**src/rtl/sram_port_arbiter.sv**
```systemverilog
// sram_port_arbiter: shares one external SRAM port between the instruction
// fetch stage and the memory stage. One fixed-length access is granted at a
// time. The SRAM bus is registered and held stable for the whole access. The
// granted requester gets read data and a one-cycle ready pulse.
// mem_stall freezes the pipeline while a data access is outstanding.
//
// Optional feature: define ARB_ROUND_ROBIN_EN to replace fixed MEM-over-IF
// priority with alternating priority when both requesters are pending.
module sram_port_arbiter #(
    parameter int WAIT_CYCLES = 4,
    parameter int ADDR_W      = 32,
    parameter int DATA_W      = 32
) (
    input  logic              clk,
    input  logic              rst,
    input  logic              if_req,
    input  logic [ADDR_W-1:0] if_addr,
    input  logic              if_flush,
    output logic [DATA_W-1:0] if_rdata,
    output logic              if_ready,
    input  logic              mem_rd_en,
    input  logic              mem_wr_en,
    input  logic [ADDR_W-1:0] mem_addr,
    input  logic [DATA_W-1:0] mem_wdata,
    output logic [DATA_W-1:0] mem_rdata,
    output logic              mem_ready,
    output logic              mem_stall,
    output logic [ADDR_W-1:0] sram_addr,
    output logic [DATA_W-1:0] sram_wdata,
    output logic              sram_ce,
    output logic              sram_we,
    input  logic [DATA_W-1:0] sram_rdata
);

    typedef enum logic [1:0] {IDLE, ACCESS, RESP} state_t;
    typedef enum logic [1:0] {KIND_IF, KIND_RD, KIND_WR} kind_t;

    state_t            state;
    kind_t             kind;
    logic [3:0]        count;
    logic              flushed;
    logic              if_ready_q;
    logic              mem_ready_q;
    logic [DATA_W-1:0] if_rdata_q;
    logic [DATA_W-1:0] if_rdata_prev;
    logic [DATA_W-1:0] mem_rdata_q;
    logic              mem_pend;
    logic              grant_mem;

    assign mem_pend = mem_rd_en | mem_wr_en;

`ifdef ARB_ROUND_ROBIN_EN
    // Set when the most recent grant went to MEM. Reset value 0 means MEM
    // wins the first contested arbitration.
    logic last_mem;

    assign grant_mem = mem_pend & (~if_req | ~last_mem);

    // Remember which requester was served so a contested grant alternates.
    always_ff @(posedge clk) begin
        if (rst)
            last_mem <= 1'b0;
        else if (state == IDLE && (mem_pend || if_req))
            last_mem <= grant_mem;
    end
`else
    // MEM always wins. A MEM stall freezes IF, so serving IF first could deadlock.
    assign grant_mem = mem_pend;
`endif

    // Access sequencer: grant in IDLE, hold the bus for WAIT_CYCLES, then
    // pulse the requester's ready for one cycle.
    // NOTE: every register here uses non-blocking assignment. All of them then
    // sample pre-edge values, which keeps this block order independent.
    always_ff @(posedge clk) begin
        if (rst) begin
            state         <= IDLE;
            kind          <= KIND_IF;
            count         <= '0;
            flushed       <= 1'b0;
            sram_ce       <= 1'b0;
            sram_we       <= 1'b0;
            sram_addr     <= '0;
            sram_wdata    <= '0;
            if_ready_q    <= 1'b0;
            mem_ready_q   <= 1'b0;
            if_rdata_q    <= '0;
            if_rdata_prev <= '0;
            mem_rdata_q   <= '0;
        end else begin
            if_ready_q  <= 1'b0;
            mem_ready_q <= 1'b0;
            case (state)
                IDLE: begin
                    if (mem_pend || if_req) begin
                        state   <= ACCESS;
                        count   <= 4'(WAIT_CYCLES - 1);
                        flushed <= 1'b0;
                        sram_ce <= 1'b1;
                        if (grant_mem) begin
                            // A simultaneous read+write request is served as a write.
                            kind       <= mem_wr_en ? KIND_WR : KIND_RD;
                            sram_we    <= mem_wr_en;
                            sram_addr  <= mem_addr;
                            sram_wdata <= mem_wdata;
                        end else begin
                            kind       <= KIND_IF;
                            sram_we    <= 1'b0;
                            sram_addr  <= if_addr;
                            sram_wdata <= '0;
                        end
                    end
                end
                ACCESS: begin
                    if (count == 4'd0) begin
                        state   <= RESP;
                        sram_ce <= 1'b0;
                        sram_we <= 1'b0;
                        case (kind)
                            KIND_RD: begin
                                mem_rdata_q <= sram_rdata;
                                mem_ready_q <= 1'b1;
                            end
                            KIND_WR: mem_ready_q <= 1'b1;
                            default: begin
                                // A flushed fetch finishes on the bus but is never delivered.
                                if (!(flushed || if_flush)) begin
                                    if_rdata_prev <= if_rdata_q;
                                    if_rdata_q    <= sram_rdata;
                                    if_ready_q    <= 1'b1;
                                end
                            end
                        endcase
                    end else begin
                        count <= count - 4'd1;
                        if (kind == KIND_IF && if_flush)
                            flushed <= 1'b1;
                    end
                end
                RESP: begin
                    state <= IDLE;
                    // A flush during the ready cycle discards the fetched word.
                    if (if_ready_q && if_flush)
                        if_rdata_q <= if_rdata_prev;
                end
                default: state <= IDLE;
            endcase
        end
    end

    // A flush in the ready cycle masks the pulse and shows the old instruction.
    assign if_ready  = if_ready_q & ~if_flush;
    assign if_rdata  = (if_ready_q && if_flush) ? if_rdata_prev : if_rdata_q;
    assign mem_ready = mem_ready_q;
    assign mem_rdata = mem_rdata_q;
    assign mem_stall = mem_pend & ~mem_ready_q;

endmodule

```
**config.mk**
```make
export PLATFORM = sky130hd
export DESIGN_NAME = sram_port_arbiter
export DESIGN_NICKNAME = d
export VERILOG_FILES = /design/src/rtl/sram_port_arbiter.sv
export SDC_FILE = /design/constraint.sdc
export NUM_CORES = 1
export LEC_CHECK = 0
export ABC_AREA = 1
export CORE_UTILIZATION = 30
export DETAILED_ROUTE_END_ITERATION = 10
export PLACE_DENSITY = 0.64
export SYNTH_ARGS = -nofsm -noshare
export SYNTH_HDL_FRONTEND = slang
export SYNTH_SLANG_ARGS = --single-unit
```
**constraint.sdc**
```tcl
create_clock -name clk -period 2.4 [get_ports clk]
set_input_delay 0.36 -clock clk [delete_from_list [all_inputs] [get_ports clk]]
set_output_delay 0.36 -clock clk [all_outputs]
set_load 0.01 [all_outputs]
```
==> run summary, run 1 <==
Routability-driven placement finished with a final weighted congestion of 0.803. Entering global routing, the biggest net connects 70 pins. The repair_antennas step left the layout with diodes totalling 0.

For this run, design rule violations remaining after detail routing come to 0. The die is 160 µm wide. The capture endpoint of the worst hold path is if_rdata_q[26]. In this run, synthesis inferred 0 flip-flops with an integrated enable.

Summed over all instances, the cell type with the most area after synthesis is sky130_fd_sc_hd__dfxtp_1. The count of buffers added on input and output ports is 266. From bottom edge to top edge, the die measures 160 µm.

For flop-to-flop paths, the worst setup slack is 0.65 ns. The H-tree generated during clock tree synthesis spans 4 levels. The ratio of final minimum period to clock period was 96.6%. The Yosys step of the flow raised 0 warnings. Counting along the longest clock path gives a buffer depth of 2. In this run, CTS created clock tree buffers numbering 17. The total cell area at the placement stage came out at 10,400 µm². Startpoint kind of the worst setup timing path: a primary input.

The post-layout minimum cycle time was 2.32 ns; the routed wirelength normalized by instance count was 13.7 µm. By count the netlist is led by sky130_fd_sc_hd__nand2_1, sky130_fd_sc_hd__dfxtp_1, sky130_fd_sc_hd__inv_1, sky130_fd_sc_hd__o21ai_0, sky130_fd_sc_hd__nor2_1. For the sequential fraction of the synthesis area, the log shows 46.4%. Max-cap violations in this run came to 0.

Derived from the worst setup path, the maximum achievable clock frequency is 0.431 GHz. The library cell with the highest instance count after synthesis is sky130_fd_sc_hd__nand2_1. The multi-input combinational cells in the finished layout cover a total of 3180 µm². Compared with the post-synthesis result, the final layout area differs by 47.4%. Summed over all failing endpoints, the final setup total negative slack is 0 ns. In this run the remaining antenna-violating nets after routing total 0. For this design the static power due to leakage is 0.00518 µW. The run gives 11,000 µm² as the area of all placed cells without fillers. The endpoint identified for the worst register-to-register timing path is mem_rdata[5]. TritonCTS built the clock tree. When the netlist entered floorplanning its net count stood at 1,178. Of all nets on the critical path, the largest fanout is 64.

The clock sink total was 173; the largest incremental delay on the critical path was 0.59 ns. For the final database, setup skew stands at 0.0128 ns. Area of all sequential standard cells: 3460 µm². The run gives 0 as the final-report hold violation count. The most used flip-flop cell after synthesis was sky130_fd_sc_hd__dfxtp_1. After legalization and detailed placement, the total HPWL measured 15.6 mm. The ratio of cells with drive above 1 in the final layout came out at 5.42%. The run finished with clean final reports. The run gives 267 as the number of top-level pins.

On the critical path, the stage with the largest delay is an instance of sky130_fd_sc_hd__clkdlybuf4s50_1. The later pin in the worst-skew pair is clocked with a latency of 0.43 ns. After technology mapping, the gate count stands at 1,039. The via count normalized by instance count is 4.47, and the max-slew violation count is 0. Summing every instance area after synthesis gives 7470 µm². Required time at the endpoint of the critical path: 2.04 ns.

Most prevalent standard cell on the critical path: sky130_fd_sc_hd__clkdlybuf4s50_1. The worst hold path class is in -> reg. The tools report the via count of the first global-routing pass as 6,798.

The core region is 24,400 µm². The tree is rooted in a sky130_fd_sc_hd__clkbuf_16. The overflow left after global routing came out at 0.

The count of TritonRoute iterations in the first routing pass came out at 5. By area the synthesized netlist is led by sky130_fd_sc_hd__dfxtp_1, sky130_fd_sc_hd__nand2_1, sky130_fd_sc_hd__o21ai_0. The first global-routing pass estimated 35.9 mm of wire. The logs give 57 for the standard-cell row count and 30.6% for the initial cell density of the core.

The worst-case IR drop observed on VDD is 0.381 mV. The hold path startpoint was rst. For the worst setup path, the data arrival time is 1.96 ns.

The worst hold path passes through 5 cells. The category of the worst setup path capture point is an output port. The cell depth of the worst flop-to-flop path came out at 8.

The setup path with the least slack is of type in -> out. Walking the worst path, the cells encountered are clkdlybuf4s50_1, nand2_2, buf_12, nand2_1, o21a_1, clkdlybuf4s50_1. The detailed router's first-iteration violation count is 367. Clock-pin slew was measured on the worst setup and hold paths at 0.07 ns. The logs give 2,492 for the number of fill cells and 67.2% for the remaining max-slew budget at the tightest pin. Setup violations remaining at the end of the flow were counted as 0. The startpoint identified for the worst register-to-register timing path is count[0]. Power spread over the standard cell area amounts to 720 nW/µm².

The synthesized area per cell is 7.19 µm². The detailed router placed 7,227 vias in this run. The slew at the pin closest to its max-slew limit was 0.491 ns; the area share of the largest cell type after synthesis was 46.4%. Fraction of synthesis flops using an asynchronous set or reset pin: 0%. The register bit total from synthesis was 173; the number of buffers inserted by hold repair at cts was 0. For this run, the total global-route usage over all layers was measured as 17.5%. Setup repair after global routing left no endpoint under its margin. The initial antenna violation count was 0; the number of nets at the end of the flow was 1,417.

The netlist uses 27 different library cells. The floorplan step defined a die boundary enclosing 25,500 µm². For the aggregate routed wire length, the log shows 22.1 mm.
-- per-stage QoR --
step / cells / worst slack [ns] / total power (µW) / hold slack, ns / util, %
4_1_cts: 1615 / 0.0247 / 8020 / 0.438 / 45.1
5_1_grt: 1615 / 0.00320 / 8380 / 0.468 / 45.1
6_report: 1615 / 0.0817 / 7920 / 0.455 / 45.1
2_1_floorplan: 1039 / 0.851 / 4320 / 0.437 / -
3_3_place_gp: 1583 / 0.116 / 5210 / 0.437 / 42.6
3_5_place_dp: 1583 / 0.0618 / 5230 / 0.447 / 42.6
-- worst max-delay path by stage --
stage / start / cells after the start / endpoint / slack (ns)
6_report: if_flush / 6 / if_rdata[31] / 0.08
5_1_grt: if_flush / 7 / if_rdata[14] / 0.003
4_1_cts: if_ready_q / 5 / if_rdata[18] / 0.02
3_5_place_dp: if_flush / 6 / if_rdata[18] / 0.06
3_3_place_gp: if_flush / 6 / if_rdata[31] / 0.12
2_1_floorplan: kind[0] / 10 / if_rdata_q[22] / 0.85
-- report_power, final --
part | internal (µW) | leakage (µW) | switching [µW]
clock network | 1410 | 0.000288 | 1360
registers | 3140 | 0.00141 | 127
logic | 918 | 0.00348 | 965
-- sequential cells by signal, indices dropped and copies added, names as in the netlist --
name / count
count: 4
flushed: 1
if_rdata_prev: 32
if_rdata_q: 32
if_ready_q: 1
kind: 2
mem_rdata: 32
mem_ready: 1
sram_addr: 32
sram_ce: 1
sram_wdata: 32
sram_we: 1
state: 2
-- critical path: cells and delay by family --
family / cells / cell delay (ns)
and+or+nand+nor: 2 / 0.19
AOI/OAI and AO/OA: 1 / 0.12
buffers and inverters: 3 / 1.28
-- per-layer routing --
metal / track usage (%) / up-vias / part of all wire [%]
li1: - / 3787 / -
met1: 21.3 / 3196 / 44
met2: 29.3 / 232 / 47
met3: 6.18 / 12 / 8.2
met4: 4.33 / 0 / 1.0
met5: 0 / - / 0
-- kinds of logic (layout without fill, tap and decap cells) --
logic type,after synthesis,count (layout),share of synthesized area [%]
simple gates,448,448,24.2
compound gates,229,229,17.3
buf+inv,183,435,11.2
flops,173,173,46.4
fa+ha+maj,5,5,0.838
xor+xnor,1,1,0.117
-- final cells by class --
cell class,count,area share (%)
Multi-Input combinational cell,683,28.9
Timing Repair Buffer,289,26.6
Tap cell,324,3.68
Clock buffer,17,3.87
Clock inverter,15,1.57
Inverter,114,3.89
Sequential cell,173,31.5
-- cell usage in the layout (no fill, tap or decap), types with 2 or more instances in the layout --
cell type | Yosys | final
sky130_fd_sc_hd__clkdlybuf4s50_1 | 0 | 263
sky130_fd_sc_hd__inv_8 | 0 | 5
sky130_fd_sc_hd__dlymetal6s2s_1 | 0 | 2
sky130_fd_sc_hd__inv_1 | 110 | 110
sky130_fd_sc_hd__dfxtp_1 | 173 | 172
sky130_fd_sc_hd__nor2_1 | 76 | 76
sky130_fd_sc_hd__clkbuf_16 | 0 | 17
sky130_fd_sc_hd__nand2_2 | 3 | 3
sky130_fd_sc_hd__o21ai_1 | 22 | 28
sky130_fd_sc_hd__nand3_1 | 68 | 68
sky130_fd_sc_hd__nor2_4 | 2 | 5
sky130_fd_sc_hd__o211a_1 | 28 | 28
sky130_fd_sc_hd__inv_2 | 3 | 4
sky130_fd_sc_hd__a21oi_1 | 70 | 70
sky130_fd_sc_hd__clkinv_4 | 0 | 4
sky130_fd_sc_hd__nand2_1 | 291 | 291
sky130_fd_sc_hd__buf_12 | 0 | 7
sky130_fd_sc_hd__ha_1 | 5 | 5
sky130_fd_sc_hd__clkinv_8 | 0 | 4
sky130_fd_sc_hd__buf_4 | 7 | 16
sky130_fd_sc_hd__o21ai_0 | 108 | 102
-- timing repair --
action	4_1_cts	5_1_grt
endpoints found under the setup margin	0	19
setup buffers	0	0
resized for setup	0	9
(Power assumes the default switching activity.)
==> run 2: changes to the inputs <==
Settings changed: CELL_PAD_IN_SITES_DETAIL_PLACEMENT set to 0, CELL_PAD_IN_SITES_GLOBAL_PLACEMENT set to 1, CTS_CLUSTER_DIAMETER set to 30, PLACE_DENSITY 0.64 to 0.84, SKIP_LAST_GASP set to 1.
==> run summary, run 2 (synthesis results as in run 1) <==
The slew at the pin closest to its max-slew limit came out at 0.621 ns (+0.130 ns). The logs give 0 (unchanged) for the final count of negative-setup-slack endpoints and 0 (unchanged) for the max-slew violation count. The tools report the placed wire-length estimate after detailed placement as 15.6 mm (about the same). Post-layout minimum cycle time: 2.34 ns (+0.0183 ns). The overflow left after global routing is 0 (unchanged). The run finished with clean final reports. The logs give 17.9% (+0.34 points) for the global router's overall resource usage and 17 (unchanged) for the total clock buffers created by CTS. The ratio of cells with drive above 1 in the final layout came out at 5.50% (+0.073 points). The area of all sequential standard cells is 3460 µm² (unchanged). The sequential share of power is 41.1% (-0.2 points).

For the clock sink total, the log shows 173 (unchanged). Buffer count from post-CTS setup fixing: 0 (unchanged). Remaining max-slew budget at the tightest pin: 58.5% (-8.7 points). The run gives 57 (unchanged) as the standard-cell row count. The worst setup path is launched from a primary input.

The capture endpoint of the worst hold path was state[0]. The port buffer count was 266 (unchanged); the number of antenna repair diodes was 0 (unchanged). By startpoint and endpoint, the worst setup path is classified as in -> out. The residual antenna-violating net count after detailed routing came out at 0 (unchanged). The final setup skew is 0.0140 ns (+0.00127 ns), and the initial cell density of the core is 30.6% (unchanged). The required time at the endpoint of the critical path came out at 2.04 ns (about the same). Internal power contribution: 5550 µW (+1.4%).

The number of top-level pins was 267 (unchanged); the initial antenna violation count was 1 (+1). The maximum level of the CTS H-tree was 4 (unchanged); the cell depth of the worst flop-to-flop path was 10 (+2). The most common cell after layout, fill and taps aside is sky130_fd_sc_hd__nand2_1. Static leakage: 0.00516 µW (-0.46%).

In this run the most critical hold path is launched from rst. For the number of fill cells, the log shows 2,504 (+0.48%). In this run the critical register-to-register path is launched from kind[1]. The relative area change from synthesis to final layout works out to 47.2%. The DRC violation count after routing is 0 (unchanged), and the total cell area at the placement stage is 10,400 µm² (about the same). For the met2 capacity usage during global routing, the log shows 29.6% (+0.28 points). The worst register-to-register path ends at if_rdata_q[12]. Via count of the first global-routing pass: 6,960 (+2.4%). The switching part of the total was 30.3% (-0.65 points); the CTS clock-pin slew for the worst setup and hold paths was 0.07 ns (about the same).

The maximum achievable frequency was 0.428 GHz (-0.78%). The die width is 160 µm (unchanged). The run gives 0 (unchanged) as the number of maximum-capacitance constraint violations.

The run gives 1.98 ns (+0.02 ns) as the data arrival time at the worst-slack endpoint. The vertical extent of the die works out to 160 µm (unchanged). The clock tree root buffer cell was sky130_fd_sc_hd__clkbuf_16. The logs give 24,400 µm² (unchanged) for the placeable core region and 0.448 ns (-0.00713 ns) for the worst-case hold slack. The detailed router's first-iteration violation count is 398 (+8.4%). The aggregate routed wire length was 22.6 mm (+1.8%).

The tools report the number of vias after detailed routing as 7,322 (+1.3%). The layer flagged by global routing as most heavily used is met2. The run gives 35.3% (+0.4 points) as the part of the power in the clock network. For the setup slack of the worst register-to-register path, the log shows 0.36 ns (-0.29 ns).

The power per standard cell area is 724 nW/µm² (+0.59%). Switching power: 2410 µW (-1.6%). The run gives 0 (unchanged) as the final-report hold violation count. The hold path depth is 3 (-2). The routability congestion estimate was 0.764 (-4.9%). Setup repair after global routing could not meet its margin everywhere. Via count normalized by instance count: 4.53 (+1.3%). The largest fanout on the critical path came out at 64 (unchanged). The number of nets at the end of the flow was 1,418 (+0.071%). The maximum root-to-sink buffer count came out at 2 (unchanged).

The category of the worst setup path capture point is an output port. For the met3 track demand over resource, the log shows 6.26% (+0.078 points). The count of TritonRoute iterations in the first routing pass came out at 4 (-1).

TritonCTS built the clock tree. The pin count of the biggest net entering global routing is 65 (-7.1%), and the worst IR drop on VDD is 0.357 mV (-6.3%). The first-pass GRT wire length is 36.5 mm (+1.5%), and the routed wirelength normalized by instance count is 14.0 µm (+1.8%). The worst hold path class was in -> reg. The overall die area came out at 25,500 µm² (unchanged). The run gives 3180 µm² (unchanged) as the multi-input logic area. The ratio of final minimum period to clock period is 97.4% (+0.76 points). The insertion delay of the later-clocked pin in the worst-skew pair was 0.43 ns (about the same); the combinational fraction of design power was 23.7% (about the same). The area of all placed cells without fillers was 11,000 µm² (-0.10%).

Met1 track demand over resource: 22.1% (+0.73 points). The library cells used most frequently in the layout, excluding fill and tap cells, are sky130_fd_sc_hd__nand2_1, sky130_fd_sc_hd__clkdlybuf4s50_1, sky130_fd_sc_hd__dfxtp_1.
-- run 2: cell count changes in the layout (fill, tap and decap cells not counted), sizes merged --
cell / change
clkinv: -5
clkinvlp: +2
inv: +2
buf: +1
bufinv: +1
clkdlybuf4s50: +1
dlymetal6s2s: -1
-- run 2: final cells by class --
type	instances	area share (%)
Multi-Input combinational cell	683	29.0
Tap cell	324	3.69
Inverter	114	3.89
Clock inverter	15	1.54
Clock buffer	17	3.87
Sequential cell	173	31.5
Timing Repair Buffer	290	26.5
-- run 2: power groups by stage --
stage | registers (µW) | clock network (µW) | logic (µW)
global route | 3300 | 3020 | 2090
global placement | 3330 | 0 | 1890
CTS | 3270 | 2910 | 1910
finish | 3270 | 2800 | 1880
detailed placement | 3330 | 0 | 1900
floorplan | 3380 | 0 | 934
-- run 2: worst max path at each step --
| stage | startpoint | to | slack [ns] |
|---|---|---|---|
| after detailed placement | if_flush | if_rdata[8] | -0.005 |
| after global routing | if_flush | if_rdata[4] | -0.04 |
| after global placement | if_flush | if_rdata[27] | -0.004 |
| final | if_flush | if_rdata[13] | 0.06 |
| after CTS | if_ready_q | if_rdata[17] | 0.03 |
| after floorplan | kind[0] | if_rdata_q[22] | 0.85 |
-- run 2: critical path: stages --
cell                              delay (ns)
sky130_fd_sc_hd__clkdlybuf4s50_1        0.49
sky130_fd_sc_hd__nand2_2                0.08
sky130_fd_sc_hd__buf_12                 0.19
sky130_fd_sc_hd__o21ai_0                0.24
sky130_fd_sc_hd__inv_1                  0.10
sky130_fd_sc_hd__clkdlybuf4s50_1        0.49
-- run 2: per-stage QoR --
stage               power (µW)  std cells  setup slack (ns)   TNS, ns  util [%]
floorplan                 4320       1039             0.851         0         -
detailed placement        5230       1584          -0.00488  -0.00488      42.6
CTS                       8080       1616            0.0303         0      45.0
global placement          5210       1584          -0.00377  -0.00377      42.6
finish                    7960       1616            0.0633         0      45.1
global route              8420       1616           -0.0395    -0.224      45.1
-- run 2: timing repair --
action,4_1_cts,5_1_grt
cloned,0,0
resized for setup,3,3
setup endpoints to repair,3,23
pin swaps,0,0
hold endpoints to repair,0,0
hold buffers,0,0
-- run 2: routing by layer --
| layer | part of all wire, % | wire [µm] | vias to the layer above |
|---|---|---|---|
| met1 | 45 | 10100 | 3316 |
| met3 | 7.0 | 1590 | 12 |
| li1 | - | - | 3788 |
| met2 | 47 | 10700 | 206 |
| met5 | 0 | 0 | - |
| met4 | 0.97 | 218 | 0 |
==> run 3: changes to the inputs <==
Settings changed: SETUP_SLACK_MARGIN set to 0.05.
==> run summary, run 3 (synthesis results as in run 1) <==
The remaining max-slew budget at the tightest pin came out at 60.0% (+1.5 points). The logs give 0 (unchanged) for the residual antenna-violating net count after detailed routing and 5 (+1) for the count of TritonRoute iterations in the first routing pass. The tools report the initial cell density of the core as 30.6% (unchanged). The port buffer count was 266 (unchanged); the largest fanout on the critical path was 64 (unchanged). The logs give 1,418 (unchanged) for the number of nets at the end of the flow and 0 (unchanged) for the number of buffers inserted by hold repair at cts. The logs give 0 (unchanged) for the max-slew violation count and 0.0137 ns (-0.000328 ns) for the final setup skew. The tools report the category of the worst setup path capture point as an output port. The ratio of cells with drive above 1 in the final layout is 5.50% (unchanged). Maximum achievable frequency: 0.429 GHz (+0.26%). Via count normalized by instance count: 4.55 (+0.33%). The run gives 57 (unchanged) as the standard-cell row count. Slowest stage cell on the critical path: sky130_fd_sc_hd__clkdlybuf4s50_1.

The minimum setup slack in the final design is 0.0694 ns (+0.00609 ns). STA classifies the critical path startpoint as a primary input. Static leakage: 0.00516 µW (about the same). The flow ran to the end, and the final reports show no timing, DRC or antenna violations. Most prevalent standard cell on the critical path: sky130_fd_sc_hd__clkdlybuf4s50_1. The required time at the endpoint of the critical path is 2.04 ns (about the same), and the relative area change from synthesis to final layout is 47.2% (unchanged).

The number of vias after detailed routing was 7,346 (+0.33%); the vertical extent of the die was 160 µm (unchanged). The final-report hold violation count is 0 (unchanged). The detailed router's first-iteration violation count is 391 (-1.8%).

For the number of fill cells, the log shows 2,504 (unchanged). Global router's overall resource usage: 17.9% (unchanged). The number of maximum-capacitance constraint violations was 0 (unchanged). The run gives 4 (unchanged) as the maximum level of the CTS H-tree. The area of all placed cells without fillers is 11,000 µm² (unchanged), and the placed wire-length estimate after detailed placement is 15.6 mm (unchanged).

The CTS clock-pin slew for the worst setup and hold paths is 0.07 ns (about the same). The logs give 25,500 µm² (unchanged) for the overall die area and 0.764 (unchanged) for the routability congestion estimate. The logs give 173 (unchanged) for the clock sink total and 1 (unchanged) for the initial antenna violation count. The die width works out to 160 µm (unchanged). The total clock buffers created by CTS came out at 17 (unchanged). The run gives 0 (unchanged) as the DRC violation count after routing. The routed wirelength normalized by instance count is 13.9 µm (-0.17%).

Post-layout minimum cycle time: 2.33 ns (-0.00609 ns). Worst hold path class: in -> reg. The clock tree root buffer cell was sky130_fd_sc_hd__clkbuf_16. The placeable core region was 24,400 µm² (unchanged). The setup path with the least slack is of type in -> out.

The tools report the worst IR drop on VDD as 0.356 mV (-0.12%). In the layout the commonest cells are sky130_fd_sc_hd__nand2_1, sky130_fd_sc_hd__clkdlybuf4s50_1, sky130_fd_sc_hd__dfxtp_1. The first-pass GRT wire length was 36.5 mm (unchanged); the largest incremental delay on the critical path was 0.49 ns (about the same). The slew at the pin closest to its max-slew limit was 0.599 ns (-0.0220 ns); the number of antenna repair diodes was 0 (unchanged).

The number of top-level pins came out at 267 (unchanged). Traced cell by cell, the critical path runs through clkdlybuf4s50_1, nand2_2, buf_12, o21ai_0, inv_1, clkdlybuf4s50_1. The run gives 65 (unchanged) as the pin count of the biggest net entering global routing. The run gives 0 (unchanged) as the overflow left after global routing. The final count of negative-setup-slack endpoints came out at 0 (unchanged).

The tools report the insertion delay of the later-clocked pin in the worst-skew pair as 0.43 ns (about the same). Leaving out fill and tap cells, the most frequent cell in the layout is sky130_fd_sc_hd__nand2_1. TritonCTS built the clock tree. The power per standard cell area was 724 nW/µm² (about the same); the total cell area at the placement stage was 10,400 µm² (unchanged). Aggregate routed wire length: 22.5 mm (-0.17%). The run gives 2 (unchanged) as the maximum root-to-sink buffer count. The ratio of final minimum period to clock period is 97.1% (-0.25 points), and the worst setup slack before clock tree synthesis is -0.00488 ns (unchanged). Setup repair after global routing could not meet its margin everywhere. The tools report the data arrival time at the worst-slack endpoint as 1.97 ns (about the same). The tools report the via count of the first global-routing pass as 6,960 (unchanged).
-- run 3: cell count changes in the layout (fill, tap and decap cells not counted) --
cell and change:
sky130_fd_sc_hd__o21ai_1 +7, sky130_fd_sc_hd__o21ai_0 -7
-- run 3: power breakdown --
group / leakage [µW] / switching (µW) / internal [µW]
Sequential: 0.00141 / 125 / 3140
Combinational: 0.00346 / 967 / 918
Clock: 0.000281 / 1320 / 1490
-- run 3: metrics by stage --
| stage | util (%) | setup TNS [ns] | cells | power [µW] | hold slack (ns) |
|---|---|---|---|---|---|
| 2_1_floorplan | - | 0 | 1039 | 4320 | 0.437 |
| 3_3_place_gp | 42.6 | -0.00377 | 1584 | 5210 | 0.437 |
| 3_5_place_dp | 42.6 | -0.00488 | 1584 | 5230 | 0.442 |
| 4_1_cts | 45.0 | 0 | 1616 | 8090 | 0.430 |
| 5_1_grt | 45.1 | -0.0828 | 1616 | 8420 | 0.452 |
| 6_report | 45.1 | 0 | 1616 | 7960 | 0.446 |
-- run 3: critical path, delay by kind of cell --
family	cells	cell delay, ns
simple gates	1	0.08
buf+inv	4	1.26
compound gates	1	0.24
-- run 3: final cells by class --
cell class	count	area [µm²]	share of cell area, %
inverters	114	428	3.89
clock buffers	17	425	3.87
flip-flops and latches	173	3460	31.5
repair buffers	290	2920	26.5
multi-input cells	683	3180	29.0
well taps	324	405	3.69
clock inverters	15	169	1.54
-- run 3: worst paths after layout --
kind	depth (start not counted)	endpoint	from	slack, ns
worst max-delay path	6	if_rdata[13]	if_flush	0.07
worst min-delay path	3	state[0]	rst	0.45
worst max register to register	10	if_rdata_q[9]	kind[1]	0.37
worst min register to register	2	sram_addr[20]	sram_addr[20]	0.45
-- run 3: timing repair --
item,4_1_cts,5_1_grt
resized for setup,6,7
pin swaps,0,0
setup buffers,0,0
endpoints found under the setup margin,6,31
-- run 3: per-layer routing --
metal | vias to the layer above | share of wire [%] | GRT usage (%)
li1 | 3787 | - | -
met2 | 216 | 47 | 29.6
met1 | 3330 | 45 | 22.1
met5 | - | 0 | 0
met3 | 13 | 7.3 | 6.26
met4 | 0 | 0.91 | 4.28
